**src/rtl/hazard_scoreboard_if.sv**
```systemverilog
// Decode-stage hazard scoreboard bundle: ID instruction fields in, stall/issue
// strobes and performance/status outputs back to the pipeline.
interface hazard_scoreboard_if #(
   parameter int NUM_REGS = 16,
   parameter int CNT_W    = 2,
   parameter int PERF_W   = 16
);
   localparam int IDX_W = $clog2(NUM_REGS);

   logic                id_valid;
   logic [IDX_W-1:0]    id_src1;
   logic                id_src1_en;
   logic [IDX_W-1:0]    id_src2;
   logic                id_src2_en;
   logic [IDX_W-1:0]    id_dst;
   logic                id_wr_en;
   logic [CNT_W-1:0]    id_lat;
   logic                flush;
   logic                clr_cnt;
   logic                stall;
   logic                issue;
   logic [NUM_REGS-1:0] busy;
   logic                idle;
   logic [PERF_W-1:0]   stall_cnt;

   modport master (
      output id_valid, id_src1, id_src1_en, id_src2, id_src2_en,
             id_dst, id_wr_en, id_lat, flush, clr_cnt,
      input  stall, issue, busy, idle, stall_cnt
   );

   modport slave (
      input  id_valid, id_src1, id_src1_en, id_src2, id_src2_en,
             id_dst, id_wr_en, id_lat, flush, clr_cnt,
      output stall, issue, busy, idle, stall_cnt
   );
endinterface

```
**src/rtl/hazard_scoreboard.sv**
```systemverilog
// Per-register wait counters that gate decode issue on RAW and WAW hazards,
// with a saturating stall-cycle performance counter.
module hazard_scoreboard #(
   parameter int NUM_REGS = 16,
   parameter int CNT_W    = 2,
   parameter int PERF_W   = 16
) (
   input  logic                 clk,
   input  logic                 rst_n,
   hazard_scoreboard_if.slave   sb
);
   logic [CNT_W-1:0]    cnt_r [NUM_REGS];
   logic [PERF_W-1:0]   stall_cnt_r;
   logic                h1_s;
   logic                h2_s;
   logic                hw_s;
   logic                stall_s;
   logic                issue_s;
   logic                load_s;
   logic [NUM_REGS-1:0] busy_s;

   // Hazard detection from registered counters only; strobes held low in reset.
   always_comb begin
      h1_s    = sb.id_src1_en & (cnt_r[sb.id_src1] != {CNT_W{1'b0}});
      h2_s    = sb.id_src2_en & (cnt_r[sb.id_src2] != {CNT_W{1'b0}});
      hw_s    = sb.id_wr_en & (sb.id_dst != {$bits(sb.id_dst){1'b0}}) &
                (cnt_r[sb.id_dst] > sb.id_lat);
      stall_s = rst_n & sb.id_valid & ~sb.flush & (h1_s | h2_s | hw_s);
      issue_s = rst_n & sb.id_valid & ~sb.flush & ~stall_s;
      load_s  = issue_s & sb.id_wr_en;
      for (int r = 0; r < NUM_REGS; r++) begin
         busy_s[r] = (cnt_r[r] != {CNT_W{1'b0}});
      end
   end

   // Wait counters: an issuing writer reloads its destination, all others drain.
   always_ff @(posedge clk or negedge rst_n) begin
      if (!rst_n) begin
         for (int r = 0; r < NUM_REGS; r++) begin
            cnt_r[r] <= {CNT_W{1'b0}};
         end
      end else begin
         cnt_r[0] <= {CNT_W{1'b0}};
         for (int r = 1; r < NUM_REGS; r++) begin
            if (load_s && (sb.id_dst == r[$bits(sb.id_dst)-1:0])) begin
               cnt_r[r] <= sb.id_lat;
            end else if (cnt_r[r] != {CNT_W{1'b0}}) begin
               cnt_r[r] <= cnt_r[r] - {{(CNT_W-1){1'b0}}, 1'b1};
            end else begin
               cnt_r[r] <= cnt_r[r];
            end
         end
      end
   end

   // Stall-cycle counter: clear wins, otherwise saturating increment.
   always_ff @(posedge clk or negedge rst_n) begin
      if (!rst_n) begin
         stall_cnt_r <= {PERF_W{1'b0}};
      end else if (sb.clr_cnt) begin
         stall_cnt_r <= {PERF_W{1'b0}};
      end else if (stall_s && (stall_cnt_r != {PERF_W{1'b1}})) begin
         stall_cnt_r <= stall_cnt_r + {{(PERF_W-1){1'b0}}, 1'b1};
      end else begin
         stall_cnt_r <= stall_cnt_r;
      end
   end

   assign sb.stall     = stall_s;
   assign sb.issue     = issue_s;
   assign sb.busy      = busy_s;
   assign sb.idle      = ~|busy_s;
   assign sb.stall_cnt = stall_cnt_r;
endmodule

```
**src/flat_wrapper.sv**
```systemverilog
// flat-port wrapper written by rule: the top's interface ports become plain ports
module hazard_scoreboard_flat 
#(
   parameter int NUM_REGS = 16,
   parameter int CNT_W    = 2,
   parameter int PERF_W   = 16
)
  (clk, rst_n, sb_id_valid, sb_id_src1, sb_id_src1_en, sb_id_src2, sb_id_src2_en, sb_id_dst, sb_id_wr_en, sb_id_lat, sb_flush, sb_clr_cnt, sb_stall, sb_issue, sb_busy, sb_idle, sb_stall_cnt);
  hazard_scoreboard_if #(.NUM_REGS(NUM_REGS), .CNT_W(CNT_W), .PERF_W(PERF_W)) sb_i ();
  input  logic clk;
  input  logic rst_n;
  input wire logic [$bits(sb_i.id_valid)-1:0] sb_id_valid;
  input wire logic [$bits(sb_i.id_src1)-1:0] sb_id_src1;
  input wire logic [$bits(sb_i.id_src1_en)-1:0] sb_id_src1_en;
  input wire logic [$bits(sb_i.id_src2)-1:0] sb_id_src2;
  input wire logic [$bits(sb_i.id_src2_en)-1:0] sb_id_src2_en;
  input wire logic [$bits(sb_i.id_dst)-1:0] sb_id_dst;
  input wire logic [$bits(sb_i.id_wr_en)-1:0] sb_id_wr_en;
  input wire logic [$bits(sb_i.id_lat)-1:0] sb_id_lat;
  input wire logic [$bits(sb_i.flush)-1:0] sb_flush;
  input wire logic [$bits(sb_i.clr_cnt)-1:0] sb_clr_cnt;
  output wire logic [$bits(sb_i.stall)-1:0] sb_stall;
  output wire logic [$bits(sb_i.issue)-1:0] sb_issue;
  output wire logic [$bits(sb_i.busy)-1:0] sb_busy;
  output wire logic [$bits(sb_i.idle)-1:0] sb_idle;
  output wire logic [$bits(sb_i.stall_cnt)-1:0] sb_stall_cnt;
  assign sb_i.id_valid = sb_id_valid;
  assign sb_i.id_src1 = sb_id_src1;
  assign sb_i.id_src1_en = sb_id_src1_en;
  assign sb_i.id_src2 = sb_id_src2;
  assign sb_i.id_src2_en = sb_id_src2_en;
  assign sb_i.id_dst = sb_id_dst;
  assign sb_i.id_wr_en = sb_id_wr_en;
  assign sb_i.id_lat = sb_id_lat;
  assign sb_i.flush = sb_flush;
  assign sb_i.clr_cnt = sb_clr_cnt;
  assign sb_stall = sb_i.stall;
  assign sb_issue = sb_i.issue;
  assign sb_busy = sb_i.busy;
  assign sb_idle = sb_i.idle;
  assign sb_stall_cnt = sb_i.stall_cnt;
  hazard_scoreboard #(.NUM_REGS(NUM_REGS), .CNT_W(CNT_W), .PERF_W(PERF_W)) u_core (.clk(clk), .rst_n(rst_n), .sb(sb_i));
endmodule
```
**config.mk**
```make
export PLATFORM = sky130hd
export DESIGN_NAME = hazard_scoreboard_flat
export DESIGN_NICKNAME = d
export VERILOG_FILES = /design/src/rtl/hazard_scoreboard_if.sv /design/src/rtl/hazard_scoreboard.sv /design/src/flat_wrapper.sv
export SDC_FILE = /design/constraint.sdc
export NUM_CORES = 1
export LEC_CHECK = 0
export BUFFER_PORTS_ARGS = -buffer_cell sky130_fd_sc_hd__buf_4
export CELL_PAD_IN_SITES_DETAIL_PLACEMENT = 1
export CELL_PAD_IN_SITES_GLOBAL_PLACEMENT = 2
export CORE_UTILIZATION = 35
export CTS_CLUSTER_DIAMETER = 200
export DETAILED_ROUTE_END_ITERATION = 6
export PLACE_DENSITY_LB_ADDON = 0.2
export SLEW_MARGIN = 10
export SYNTH_ARGS = -nofsm -noshare
export SYNTH_HDL_FRONTEND = slang
export SYNTH_SLANG_ARGS = --single-unit
```
**constraint.sdc**
```tcl
create_clock -name clk -period 3.5 [get_ports clk]
set_clock_uncertainty 0.05 [all_clocks]
set_input_delay 0.175 -clock clk [delete_from_list [all_inputs] [get_ports clk]]
set_output_delay 0.175 -clock clk [all_outputs]
set_load 0.005 [all_outputs]
```
==> results of run 1 <==
-- layout make-up --
class | count | area (um2) | area share, %
Multi-Input combinational cell | 255 | 2050 | 49.8
Clock buffer | 7 | 86.3 | 2.10
Timing Repair Buffer | 60 | 457 | 11.1
Sequential cell | 46 | 1150 | 28.0
Tap cell | 133 | 166 | 4.05
Inverter | 53 | 199 | 4.84
Clock inverter | 1 | 5.00 | 0.122
-- report_power, final --
group / internal [uW] / total, uW / switching, uW
Clock: 160 / 345 / 186
Sequential: 733 / 957 / 224
Combinational: 915 / 1700 / 781
-- cells by family after synthesis --
logic type | count (synthesis) | synth area share [%]
AOI/OAI and AO/OA | 57 | 10.2
xor gates and xnor gates | 15 | 3.75
adders and majority gates | 18 | 6.42
buffers and inverters | 73 | 8.96
DFF | 46 | 32.8
muxes | 53 | 20.3
other | 1 | 0.107
and+or+nand+nor | 111 | 17.3
-- flip-flops by register name, summed over array words and instances, names as in the netlist --
signal               cells
u_core.cnt_r            30
u_core.sb.stall_cnt     16
-- placed cells by master (no fill, tap or decap), types with 13 or more instances in the layout --
| cell | instances |
|---|---|
| sky130_fd_sc_hd__buf_4 | 58 |
| sky130_fd_sc_hd__inv_1 | 52 |
| sky130_fd_sc_hd__dfrtp_1 | 46 |
| sky130_fd_sc_hd__a21oi_1 | 26 |
| sky130_fd_sc_hd__mux2_2 | 26 |
| sky130_fd_sc_hd__nor2_1 | 24 |
| sky130_fd_sc_hd__ha_1 | 18 |
| sky130_fd_sc_hd__nand3_1 | 17 |
| sky130_fd_sc_hd__mux2i_1 | 15 |
| sky130_fd_sc_hd__xnor2_1 | 15 |
| sky130_fd_sc_hd__o31ai_1 | 14 |
| sky130_fd_sc_hd__or4_1 | 13 |
-- metal layers --
metal / part of all wire [%] / wire length (um) / vias to the layer above / global-route usage (%)
li1: - / - / 1441 / -
met5: 0 / 0 / - / 0
met4: 1.0 / 101 / 0 / 4.40
met2: 53 / 5260 / 47 / 38.3
met1: 43 / 4260 / 1520 / 25.4
met3: 3.0 / 301 / 7 / 3.15
-- what timing repair did --
item                                    4_1_cts  5_1_grt
endpoints found under the setup margin        1        2
hold endpoints to repair                     33        0
hold buffers                                  1        0
setup buffers                                 0        0
gates resized for setup                       1        1
-- critical path, delay by kind of cell, from the launching register on --
family,cells,cell delay (ns)
multiplexers,2,0.92
AO/OA/AOI/OAI,3,0.45
flip-flops,1,0.44
buffers and inverters,2,0.36
adder cells (fa/ha/maj),1,0.30
AND/OR/NAND/NOR,2,0.28
-- worst paths after layout --
path	start	end	slack [ns]	cells past startpoint
worst max-delay path	u_core.cnt_r[13]	sb_issue	0.20	10
worst min-delay path	sb_clr_cnt	u_core.sb.stall_cnt[1]	0.12	2
worst max register to register	u_core.cnt_r[13]	u_core.sb.stall_cnt[13]	0.31	10
worst min register to register	u_core.sb.stall_cnt[12]	u_core.sb.stall_cnt[12]	0.52	2
max in group asynchronous	rst_n	u_core.cnt_r[15]	2.47	3
min in group asynchronous	rst_n	u_core.cnt_r[24]	0.51	3
-- synthesized netlist by cell type (2+ instances only) --
master                     number  area, um2
sky130_fd_sc_hd__nor2_1        24       90.1
sky130_fd_sc_hd__mux2i_1       15        150
sky130_fd_sc_hd__a22o_1         2       17.5
sky130_fd_sc_hd__ha_1          18        225
sky130_fd_sc_hd__xnor2_1       15        131
sky130_fd_sc_hd__nor4_1         3       18.8
sky130_fd_sc_hd__buf_1          2       7.51
sky130_fd_sc_hd__o21ai_0        6       30.0
sky130_fd_sc_hd__inv_1         52        195
sky130_fd_sc_hd__and2_1         4       25.0
sky130_fd_sc_hd__dfrtp_1       46       1150
sky130_fd_sc_hd__mux4_2        12        270
sky130_fd_sc_hd__and4_1         6       52.6
sky130_fd_sc_hd__nor3_1         8       40.0
sky130_fd_sc_hd__a21oi_1       26        130
sky130_fd_sc_hd__clkbuf_1       8       30.0
sky130_fd_sc_hd__nand3_1       17       85.1
sky130_fd_sc_hd__nor2b_1        6       37.5
sky130_fd_sc_hd__nand4_1        9       56.3
sky130_fd_sc_hd__buf_6          4       45.0
sky130_fd_sc_hd__buf_2          5       25.0
sky130_fd_sc_hd__o31ai_1       14        105
sky130_fd_sc_hd__or4_1         13       97.6
sky130_fd_sc_hd__nand2_1       12       45.0
sky130_fd_sc_hd__mux2_2        26        293
sky130_fd_sc_hd__and3_1         5       31.3
-- stage by stage --
| step | total power [uW] | instance area (um2) |
|---|---|---|
| final | 3000 | 4110 |
| after global routing | 3300 | 4110 |
| after CTS | 3040 | 4110 |
| after detailed placement | 2670 | 4000 |
| after global placement | 2580 | 4000 |
| after floorplan | 2150 | 3510 |
==> results.md, run 1 <==
Clock network:
- The root buffer cell chosen for the clock tree is sky130_fd_sc_hd__clkbuf_8.
- The clock drives between 40 and 50 sinks.
- The deepest clock path buffer count is 2.
- The number of H-tree branching levels is 2.
- Clock-pin slew was measured on the worst setup and hold paths at around 0.09 ns.
- The CTS tree is yes.
- Buffers inserted during clock tree synthesis total 5.
- The source-to-sink clock delay at the later pin of the worst-skew pair is about 0.30 ns.

Placement:
- The count of placed standard cells including taps is around 550.
- In this run the tool buffered the top-level ports with 55 buffer cells.
- Summed over all nets, the half-perimeter wirelength after detailed placement is between 7000 and 8000 um.
- OpenSTA, run right after detailed placement, puts the worst setup slack at roughly 0.21 ns.
- At the end of routability-driven placement, the weighted congestion stood at about 0.83.

Yosys:
- The number of storage elements in the synthesis netlist is 46.
- The flip-flop cell with the highest count after synthesis is sky130_fd_sc_hd__dfrtp_1.
- For this run, asynchronously set or reset flops after synthesis account for 100%.
- In the synthesized netlist, the number of instances is 374.
- Yosys printed 0 warnings.
- The number of distinct standard cells referenced by the synthesized netlist is 42.
- The cell area after technology mapping is around 3500 um2.
- Sequential cells were found to cover between 30% and 40% of the synthesized design area.
- The synthesized design contains 0 enable-type register cells.
- The number of nets handed over by synthesis was 414.
- Dividing the synthesized area by the synthesized cell count gives between 9 and 10 um2.

Pwr:
- The power per cell area is between 700 and 800 nW/um2.
- Across the VDD grid, the largest voltage drop is roughly 0.0002 V.
- The leakage power figure is about 0.0019 uW.

Global routing:
- The largest net degree at the start of global routing is 47.
- The number of antenna violations at the first check in global routing was 0.
- The overall fraction of global-route tracks in use is 20.7%.
- The first global-routing pass estimated ~16000 um of wire.
- The total overflow left after global routing is 0.
- The via count of the first global-routing pass came to around 3200.

Drt:
- The routed design has slightly below 10000 um of wire.
- The per-cell routed wire length is roughly 18 um.
- The average via count per standard cell is ~5.4.
- The detailed-route DRC error count is 0.
- The number of DRC markers in iteration 0 is 76.
- For this run, the detailed router's first-pass iteration total came to 4.
- The routed layout has 3015 vias.
- The antenna violation net count after detailed routing is 0.

Die:
- The core area is 9730 um2.
- Measured along the x axis, the die boundary spans 102 um.
- The floorplan step defined a die boundary enclosing ~10000 um2.
- 57 I/O pins were placed.
- The initial core utilization is approximately 36%.
- In this run the core area contains 36 standard-cell rows.
- From bottom edge to top edge, the die measures 102 um.

Critical path:
- STA puts the critical path data arrival time at ~3.1 ns.
- The slowest stage of the critical path belongs to the cell sky130_fd_sc_hd__mux4_2.
- The worst setup path is of the reg2out kind.
- The delay of the slowest cell on the worst path is ~0.46 ns.
- The highest net fanout along the worst path is 33.
- Walking the worst path, the cells encountered are mux4_2 > mux4_2 > ha_1 > a21oi_1 > a21oi_1 > nand3_1 > o211a_4 > buf_6 > and2_1 > buf_4.
- For the worst setup path, the data required time is 3.27 ns.
- The endpoint kind of the worst setup timing path is an output pin.
- The worst setup path is launched from a flop.

Timing:
- The number of endpoints with negative hold slack in the final report is 0.
- The aggregate negative setup slack is 0 ns.
- The final setup slack of the worst path is about 0.20 ns.
- The part of the cycle the worst path needs is ~94%.
- The worst pin sits at a relative slew slack of about three fifths.
- Derived from the worst setup path, the maximum achievable clock frequency is between 0.3 and 0.4 GHz.
- The final critical path time including I/O delays and setup is between 3 and 4 ns.
- The final-layout worst hold slack is approximately 0.12 ns.
- At the pin with the least slew margin, the transition time is around 0.62 ns.
- Setup violations remaining at the end of the flow were counted as 0.
- The number of pins with negative max-slew slack in the final report is 0.
- Setup repair after global routing left no endpoint under its margin.

Final layout:
- Compared with the post-synthesis result, the final layout area differs by 17.3%.
- The fill cell total of the finished layout is approximately 1200.
- The number of antenna diodes in the final layout is 0.
- After the last flow step, the layout net total stands at between 400 and 500.
- The final cell count without fillers is about 560.
- Cells with a size suffix above 1 make up roughly 25% of the layout.
- Measured on the finished design, the core utilization comes to 42.3%.

Outcome:
- The flow ran to the end, and the final reports show no timing, DRC or antenna violations.

Hold path:
- The worst hold path belongs to the class in2reg.

Job:
- The number of maximum-capacitance constraint violations is 0.
Note: power is estimated with default switching activity, not from simulation.
==> run 2, diff against run 1 <==
--- a/config.mk
+++ b/config.mk
@@ -12,6 +12,7 @@
 export CTS_CLUSTER_DIAMETER = 200
 export DETAILED_ROUTE_END_ITERATION = 6
 export PLACE_DENSITY_LB_ADDON = 0.2
+export SETUP_SLACK_MARGIN = 0.05
 export SLEW_MARGIN = 10
 export SYNTH_ARGS = -nofsm -noshare
 export SYNTH_HDL_FRONTEND = slang
==> constraint.sdc (replaced) <==
create_clock -name clk -period 3.05 [get_ports clk]
set_clock_uncertainty 0.05 [all_clocks]
set_input_delay 0.1525 -clock clk [delete_from_list [all_inputs] [get_ports clk]]
set_output_delay 0.1525 -clock clk [all_outputs]
set_load 0.005 [all_outputs]
==> results.md, run 2 (same netlist as run 1, synthesis figures left out) <==
Final layout:
- The most common cell after layout, fill and taps aside is sky130_fd_sc_hd__buf_4 (unchanged).
- The utilization of the core after routing is 47.3% (was 42.3%).
- The area growth from synthesis to layout is 31.3% (was 17.3%).
- The number of antenna diodes is 0 (unchanged).
- The final cell count without fillers is 590 (was 555).
- Highest-count cells in the layout ignoring fill and taps: 88 x sky130_fd_sc_hd__buf_4, 52 x sky130_fd_sc_hd__inv_1, 46 x sky130_fd_sc_hd__dfrtp_1 (was 58 x sky130_fd_sc_hd__buf_4, 52 x sky130_fd_sc_hd__inv_1, 46 x sky130_fd_sc_hd__dfrtp_1).
- The final instance area is 4600 um2 (was 4110 um2).
- The fraction of layout instances using a drive strength above 1 was 38.3% (was 25.1%).
- The number of flip-flops in the largest register was 30 (unchanged).
- The top register by number of flip-flops is u_core.cnt_r (unchanged).
- The number of nets at the end of the flow was 496 (was 461).

Die:
- The number of placement rows came to 36 (unchanged).
- The initial core utilization is 36.0% (unchanged).
- The die width is 102 um (unchanged).
- The floorplan die area came to 10400 um2 (unchanged).
- The height of the die came to 102 um (unchanged).
- The core area is 9730 um2 (unchanged).
- The count of pins on the block boundary was 57 (unchanged).

Critical path:
- The worst path required time is 2.85 ns (was 3.27 ns).
- The reg-to-reg setup timing slack is -0.09 ns (was 0.31 ns).
- The arrival time reported for the critical path endpoint is 2.94 ns (was 3.07 ns).
- The highest net fanout along the worst path is 8 (was 33).
- The kind of start point of the critical path is a flop (unchanged).
- The endpoint of the lowest-slack register-to-register path is u_core.sb.stall_cnt[8] (was u_core.sb.stall_cnt[13]).
- The count of cells along the worst register-to-register path is 10 (unchanged).
- The class of the most critical setup path is reg2out (unchanged).
- The worst setup path startpoint is u_core.cnt_r[17] (was u_core.cnt_r[13]).
- The endpoint kind of the worst setup timing path is an output pin (unchanged).
- The worst reg2reg path startpoint was u_core.cnt_r[17] (was u_core.cnt_r[13]).
- The endpoint of the worst setup timing path is sb_stall (was sb_issue).

Placement:
- The placed wire-length estimate after detailed placement came to 8060 um (was 7710 um).
- The count of placed standard cells including taps is 575 (was 546).
- The number of buffer cells added on primary ports is 55 (unchanged).
- The setup slack at placement is -0.0986 ns (was 0.213 ns).
- The global placer's final weighted congestion is 0.861 (was 0.830).
- The cell area after placement was 4230 um2 (was 4000 um2).

Job:
- The number of maximum-capacitance constraint violations is 0 (unchanged).

Timing:
- The actual slew at the worst max-slew pin is 0.640 ns (was 0.622 ns).
- The number of pins with negative max-slew slack in the final report is 0 (unchanged).
- After layout, the worst path uses 103% of the clock period.
- Setup repair after global routing missed its margin: true (was false).
- The count of final setup violators was 31 (was 0).
- The number of endpoints with negative hold slack in the final report is 0 (unchanged).
- The achievable frequency is 0.319 GHz.
- The final setup slack of the worst path is -0.0896 ns (was 0.203 ns).
- The final-layout worst hold slack was 0.104 ns (was 0.120 ns).
- The remaining max-slew budget at the tightest pin was 57.3% (was 58.5%).
- The routed design could run at a clock period as short as ~3.1 ns.

Drt:
- The total wire length is 10900 um (was 9920 um).
- The total via count after detailed routing is 3167 (was 3015).
- The average via count per standard cell is 5.37 (was 5.43).
- The antenna violation net count after detailed routing is 0 (unchanged).
- The total iterations of the first detailed-routing run is 4 (unchanged).
- The per-cell routed wire length is 18.4 um (was 17.9 um).
- The detailed-route DRC error count is 0 (unchanged).
- The number of DRC markers in iteration 0 came to 79 (was 76).

Global routing:
- The met1 demand-to-capacity share in global routing is 28.8% (was 25.4%).
- The via count of the first global-routing pass is 3281 (was 3175).
- The final global-route overflow total came to 0 (unchanged).
- The met2 track demand over resource was 39.3% (was 38.3%).
- The largest net degree at the start of global routing came to 47 (unchanged).
- The global-route wire length before repair was 17300 um (was 16400 um).
- The most used routing layer in global routing is met2 (unchanged).
- The met3 track utilization from global routing is 2.60% (was 3.15%).
- The number of antenna violations at the first check in global routing came to 0 (unchanged).
- The overall fraction of global-route tracks in use is 22.1% (was 20.7%).

Pwr:
- The worst supply voltage drop on vdd came to 0.000274 V (was 0.000203 V).
- The leakage power figure is 0.00208 uW (was 0.00185 uW).
- The power per cell area is 852 nW/um2 (was 729 nW/um2).

Clock network:
- The clock transition at the register clock pins on the worst setup and hold paths after CTS is 0.10 ns (was 0.09 ns).
- The number of H-tree branching levels was 2 (unchanged).
- The number of buffers created by CTS was 5 (unchanged).
- The count of clock tree sinks is 46 (unchanged).
- The root cell of the clock tree is sky130_fd_sc_hd__clkbuf_8 (unchanged).
- The deepest clock path buffer count is 2 (unchanged).
- The source-to-sink clock delay at the later pin of the worst-skew pair is 0.31 ns (was 0.30 ns).
- The CTS tree was yes (unchanged).

Outcome:
- Result of the run: complete, but fails checks (was finished, final reports clean).
- The checks that failed: negative setup slack.

Hold path:
- The path category of the worst min-delay check is in2reg (unchanged).
- The hold path depth is 2 (unchanged).
==> run 2: cell count changes in the layout (fill, tap and decap cells not counted), sizes merged <==
cell | previous run | this run
clkinv | 1 | 2
buf | 59 | 91
clkinvlp | 0 | 1
bufbuf | 0 | 1
==> run 2: worst min path at each step <==
stage	slack, ns	end	from
floorplan	-0.19	u_core.cnt_r[0]	rst_n
CTS	0.09	u_core.sb.stall_cnt[6]	sb_clr_cnt
global route	0.12	u_core.sb.stall_cnt[9]	sb_clr_cnt
detailed placement	0.30	u_core.cnt_r[25]	rst_n
global placement	0.30	u_core.cnt_r[25]	rst_n
finish	0.10	u_core.sb.stall_cnt[6]	sb_clr_cnt
==> run 2: cell type report <==
class	count	area [um2]
multi-input cells	255	2200
well taps	133	166
repair buffers	95	796
fillers	1137	5120
inverters	53	199
flip-flops and latches	46	1150
clock inverters	3	21.3
clock buffers	5	68.8
==> run 2: critical path, stage by stage, from the launching register on <==
cell	delay [ns]
sky130_fd_sc_hd__dfrtp_1	0.41
sky130_fd_sc_hd__mux4_2	0.50
sky130_fd_sc_hd__mux4_2	0.51
sky130_fd_sc_hd__ha_4	0.29
sky130_fd_sc_hd__a21oi_2	0.04
sky130_fd_sc_hd__a21oi_1	0.11
sky130_fd_sc_hd__nand3_1	0.12
sky130_fd_sc_hd__o211a_4	0.22
sky130_fd_sc_hd__clkbuf_16	0.19
sky130_fd_sc_hd__nor3_4	0.10
sky130_fd_sc_hd__buf_4	0.12
==> run 2: routing by layer <==
| metal | part of all wire, % | up-vias |
|---|---|---|
| li1 | - | 1495 |
| met1 | 45 | 1613 |
| met2 | 52 | 50 |
| met3 | 2.2 | 9 |
| met4 | 1.2 | 0 |
| met5 | 0 | - |
==> run 2: where the power goes <==
group / total, uW / switching [uW] / internal [uW] / leakage [uW]
Combinational: 2530 / 1140 / 1390 / 0.00146
Clock: 394 / 233 / 162 / 0.0000441
Sequential: 996 / 155 / 841 / 0.000575
==> run 2: what timing repair did <==
| item | 4_1_cts | 5_1_grt |
|---|---|---|
| setup buffers | 2 | 1 |
| pin swaps | 5 | 25 |
| gates resized for setup | 7 | 32 |
| gates cloned | 1 | 2 |
| endpoints found under the setup margin | 36 | 46 |
| hold buffers | 1 | 0 |
| endpoints found under the hold margin | 46 | 0 |
==> run 2: stage by stage <==
stage	setup TNS, ns	power [uW]
finish	-1.63	3920
global route	-5.36	4260
CTS	-0.807	3860
detailed placement	-1.57	3360
global placement	-0.410	3270
floorplan	0	2470
==> run 3, diff against run 2 <==
--- a/config.mk
+++ b/config.mk
@@ -5,10 +5,11 @@
 export SDC_FILE = /design/constraint.sdc
 export NUM_CORES = 1
 export LEC_CHECK = 0
+export ABC_AREA = 1
 export BUFFER_PORTS_ARGS = -buffer_cell sky130_fd_sc_hd__buf_4
 export CELL_PAD_IN_SITES_DETAIL_PLACEMENT = 1
 export CELL_PAD_IN_SITES_GLOBAL_PLACEMENT = 2
-export CORE_UTILIZATION = 35
+export CORE_UTILIZATION = 32
 export CTS_CLUSTER_DIAMETER = 200
 export DETAILED_ROUTE_END_ITERATION = 6
 export PLACE_DENSITY_LB_ADDON = 0.2
==> results.md, run 3 <==
Outcome:
- Result of the run: finished, final reports clean (was complete, but fails checks).

Yosys:
- The number of distinct standard cells referenced by the synthesized netlist was 30 (was 42).
- The cell with the most instances after synthesis is sky130_fd_sc_hd__nand2_1 (was sky130_fd_sc_hd__inv_1).
- The number of instances in the synthesized netlist was 600 (was 374).
- The synthesized netlist net count came to 640 (was 414).
- The cell taking the most area after synthesis is sky130_fd_sc_hd__dfrtp_1 (unchanged).
- The flip-flop cell with the highest count after synthesis is sky130_fd_sc_hd__dfrtp_1 (unchanged).
- The cell area after technology mapping is 3910 um2 (was 3510 um2).
- Commonest cells post-synth: 148 x sky130_fd_sc_hd__nand2_1, 103 x sky130_fd_sc_hd__inv_1, 76 x sky130_fd_sc_hd__nand3_1 (was 52 x sky130_fd_sc_hd__inv_1, 46 x sky130_fd_sc_hd__dfrtp_1, 26 x sky130_fd_sc_hd__a21oi_1, 26 x sky130_fd_sc_hd__mux2_2, 24 x sky130_fd_sc_hd__nor2_1).
- The share of async-settable or async-resettable flops after synthesis is 100% (unchanged).
- The number of synthesized flops with an enable pin is 0 (unchanged).
- The sequential area share after synthesis was 29.4% (was 32.8%).
- Largest cells by area after synthesis: sky130_fd_sc_hd__dfrtp_1 29%, sky130_fd_sc_hd__nand2_1 14%, sky130_fd_sc_hd__inv_1 9.9% (was sky130_fd_sc_hd__dfrtp_1 33%, sky130_fd_sc_hd__mux2_2 8.4%, sky130_fd_sc_hd__mux4_2 7.7%).
- The number of storage elements in the synthesis netlist is 46 (unchanged).
- The area share of the largest cell type after synthesis was 29.4% (was 32.8%).
- The total of warnings raised by yosys was 0 (unchanged).
- The synthesized area per cell is 6.52 um2 (was 9.37 um2).

Drt:
- The average via count per standard cell was 5.07 (was 5.37).
- The total iterations of the first detailed-routing run came to 4 (unchanged).
- The antenna violation net count after detailed routing is 0 (unchanged).
- The detailed-route DRC error count is 0 (unchanged).
- The total via count after detailed routing is 4079 (was 3167).
- The number of DRC markers in iteration 0 was 241 (was 79).
- The total wire length is 13800 um (was 10900 um).
- The per-cell routed wire length is 17.2 um (was 18.4 um).

Pwr:
- The worst supply voltage drop on vdd is 0.000381 V (was 0.000274 V).
- The leakage power figure was 0.00247 uW (was 0.00208 uW).
- The power per cell area came to 802 nW/um2 (was 852 nW/um2).
- The final total power is 3740 uW (was 3920 uW).

Die:
- The initial core utilization is 32.7% (was 36.0%).
- The core area is 12000 um2 (was 9730 um2).
- The die width is 113 um (was 102 um).
- The height of the die is 113 um (was 102 um).
- The number of placement rows is 40 (was 36).
- The floorplan die area is 12700 um2 (was 10400 um2).
- The count of pins on the block boundary is 57 (unchanged).

Critical path:
- The endpoint kind of the worst setup timing path is an output pin (unchanged).
- Ordered list of cells on the worst path: inv_1 > nor2_1 > o21ai_0 > o2111ai_1 > ha_1 > a21oi_1 > a21oi_1 > o211ai_1 > nand3_2 > nor2_4 > buf_4 > buf_4 (was mux4_2 > mux4_2 > ha_4 > a21oi_2 > a21oi_1 > nand3_1 > o211a_4 > clkbuf_16 > nor3_4 > buf_4).
- The count of cells along the worst register-to-register path is 15 (was 10).
- The class of the most critical setup path is reg2out (unchanged).
- The worst reg2reg path startpoint is u_core.cnt_r[29] (was u_core.cnt_r[17]).
- The worst path required time is 2.85 ns (about the same).
- The arrival time reported for the critical path endpoint came to 2.66 ns (was 2.94 ns).
- The cell type of the slowest stage on the worst timing path is sky130_fd_sc_hd__dfrtp_1 (was sky130_fd_sc_hd__mux4_2).
- The combined buffer and inverter count along the critical path is 3 (was 2).
- The highest net fanout along the worst path came to 20 (was 8).
- The delay of the slowest cell on the worst path is 0.41 ns (was 0.51 ns).
- The kind of cell adding the most delay to the critical path is compound AO/OA/AOI/OAI gates (was multiplexers).
- The reg-to-reg setup timing slack came to 0.40 ns (was -0.09 ns).
- The kind of start point of the critical path is a flop (unchanged).
- The endpoint of the lowest-slack register-to-register path is u_core.sb.stall_cnt[11] (was u_core.sb.stall_cnt[8]).

Timing:
- The number of pins with negative max-slew slack in the final report is 0 (unchanged).
- Setup repair after global routing missed its margin: false (was true).
- The part of the cycle the worst path needs was 93.7% (was 103%).
- The count of final setup violators is 0 (was 31).
- The number of endpoints with negative hold slack in the final report is 0 (unchanged).
- The remaining max-slew budget at the tightest pin is 51.1% (was 57.3%).
- The achievable frequency was 0.350 GHz (was 0.319 GHz).
- The actual slew at the worst max-slew pin is 0.732 ns (was 0.640 ns).
- The final critical path time including I/O delays and setup is 2.86 ns (was 3.14 ns).
- The aggregate negative setup slack is 0 ns (was -1.63 ns).

Final layout:
- The fill cell total of the finished layout is 1582 (was 1137).
- Highest-count cells in the layout ignoring fill and taps: 147 x sky130_fd_sc_hd__nand2_1, 103 x sky130_fd_sc_hd__inv_1, 76 x sky130_fd_sc_hd__nand3_1 (was 88 x sky130_fd_sc_hd__buf_4, 52 x sky130_fd_sc_hd__inv_1, 46 x sky130_fd_sc_hd__dfrtp_1).
- The number of flip-flops in the largest register is 30 (unchanged).
- The utilization of the core after routing was 39.0% (was 47.3%).
- The number of nets at the end of the flow is 696 (was 496).
- The final instance area was 4660 um2 (was 4600 um2).
- The fraction of layout instances using a drive strength above 1 is 13.5% (was 38.3%).
- The area growth from synthesis to layout is 19.2% (was 31.3%).
- The number of antenna diodes is 0 (unchanged).
- The top register by number of flip-flops is u_core.cnt_r (unchanged).
- The most common cell after layout, fill and taps aside is sky130_fd_sc_hd__nand2_1 (was sky130_fd_sc_hd__buf_4).

Clock network:
- The number of H-tree branching levels is 2 (unchanged).
- The clock transition at the register clock pins on the worst setup and hold paths after CTS is 0.07 ns (was 0.10 ns).
- The count of clock tree sinks is 46 (unchanged).
- The root cell of the clock tree was sky130_fd_sc_hd__clkbuf_16 (was sky130_fd_sc_hd__clkbuf_8).
- The deepest clock path buffer count came to 2 (unchanged).
- The CTS tree was yes (unchanged).
- The source-to-sink clock delay at the later pin of the worst-skew pair came to 0.30 ns (was 0.31 ns).
- The number of buffers created by CTS was 5 (unchanged).

Hold path:
- The hold path depth is 4 (was 2).
- The startpoint of the lowest-slack hold path is sb_id_dst[2] (was sb_clr_cnt).
- The path category of the worst min-delay check is in2reg (unchanged).
- The destination of the worst hold path is u_core.cnt_r[25] (was u_core.sb.stall_cnt[6]).

Job:
- The number of maximum-capacitance constraint violations is 0 (unchanged).

Global routing:
- The final global-route overflow total came to 0 (unchanged).
- The global-route wire length before repair is 22300 um (was 17300 um).
- The overall fraction of global-route tracks in use is 22.8% (was 22.1%).
- The via count of the first global-routing pass is 4045 (was 3281).
- The largest net degree at the start of global routing is 47 (unchanged).
- The number of antenna violations at the first check in global routing was 0 (unchanged).

Placement:
- The global placer's final weighted congestion is 0.844 (was 0.861).
- The number of buffer cells added on primary ports was 55 (unchanged).
- The cell area after placement is 4480 um2 (was 4230 um2).
- The placed wire-length estimate after detailed placement was 10800 um (was 8060 um).
## run 3: cell count changes in the layout (fill, tap and decap cells not counted), sizes merged, moves of 24 or more
cell and delta:
buf -26, nor2 +36, o21ai +24, nand2 +140, nand3 +61, inv +55, mux2 -26
## run 3: routing by layer
metal	track usage (%)	routed length, um	share of wire, %
met1	33.7	6970	50
met2	35.1	6160	45
met3	3.02	530	3.8
met4	5.33	153	1.1
met5	0	0	0
## run 3: how the worst max path moves through the flow
stage,from,end,cells past startpoint
after global routing,u_core.cnt_r[17],sb_issue,12
final,u_core.cnt_r[29],sb_issue,12
after floorplan,sb_id_dst[0],u_core.cnt_r[12],16
after global placement,sb_id_dst[0],u_core.sb.stall_cnt[12],17
after CTS,u_core.cnt_r[17],sb_issue,12
after detailed placement,sb_id_dst[0],u_core.sb.stall_cnt[4],17
## run 3: metrics by stage
step                hold slack [ns]  setup WS (ns)  cells
finish                        0.162          0.192    804
global route                  0.180         0.0549    804
CTS                           0.147          0.108    804
detailed placement            0.301         0.0457    795
global placement              0.292         0.0794    795
floorplan                    -0.193          0.712    600
## run 3: timing repair
action                                 4_1_cts  5_1_grt
endpoints found under the hold margin       46        0
setup endpoints to repair                    0        3
hold buffers                                 1        0
setup buffers                                0        0
resized for setup                            0        2
## run 3: kinds of logic after synthesis
family	Yosys count	share of synthesized area, %
AOI/OAI and AO/OA	55	7.87
buffers and inverters	127	13.5
other	1	0.0958
xor gates and xnor gates	28	6.27
DFF	46	29.4
adders and majority gates	18	5.76
and+or+nand+nor	325	37.1
## run 3: report_power, final
group	internal, uW	switching [uW]	total (uW)
Clock	389	257	646
Combinational	797	1260	2060
Sequential	841	190	1030
## run 3: area by class of cell
class	count	area [um2]	share of cell area, %
clock buffer	7	133	2.84
clock inverter	1	30.0	0.644
inverter	110	413	8.85
multi-input combinational	427	2240	48.1
sequential	46	1150	24.7
tap	147	184	3.94
timing repair buffer	66	510	10.9
## run 3: tightest hold or removal path, delay by kind of cell
kind | cells | cell delay [ns]
and+or+nand+nor | 3 | 0.23
buffers and inverters | 1 | 0.09
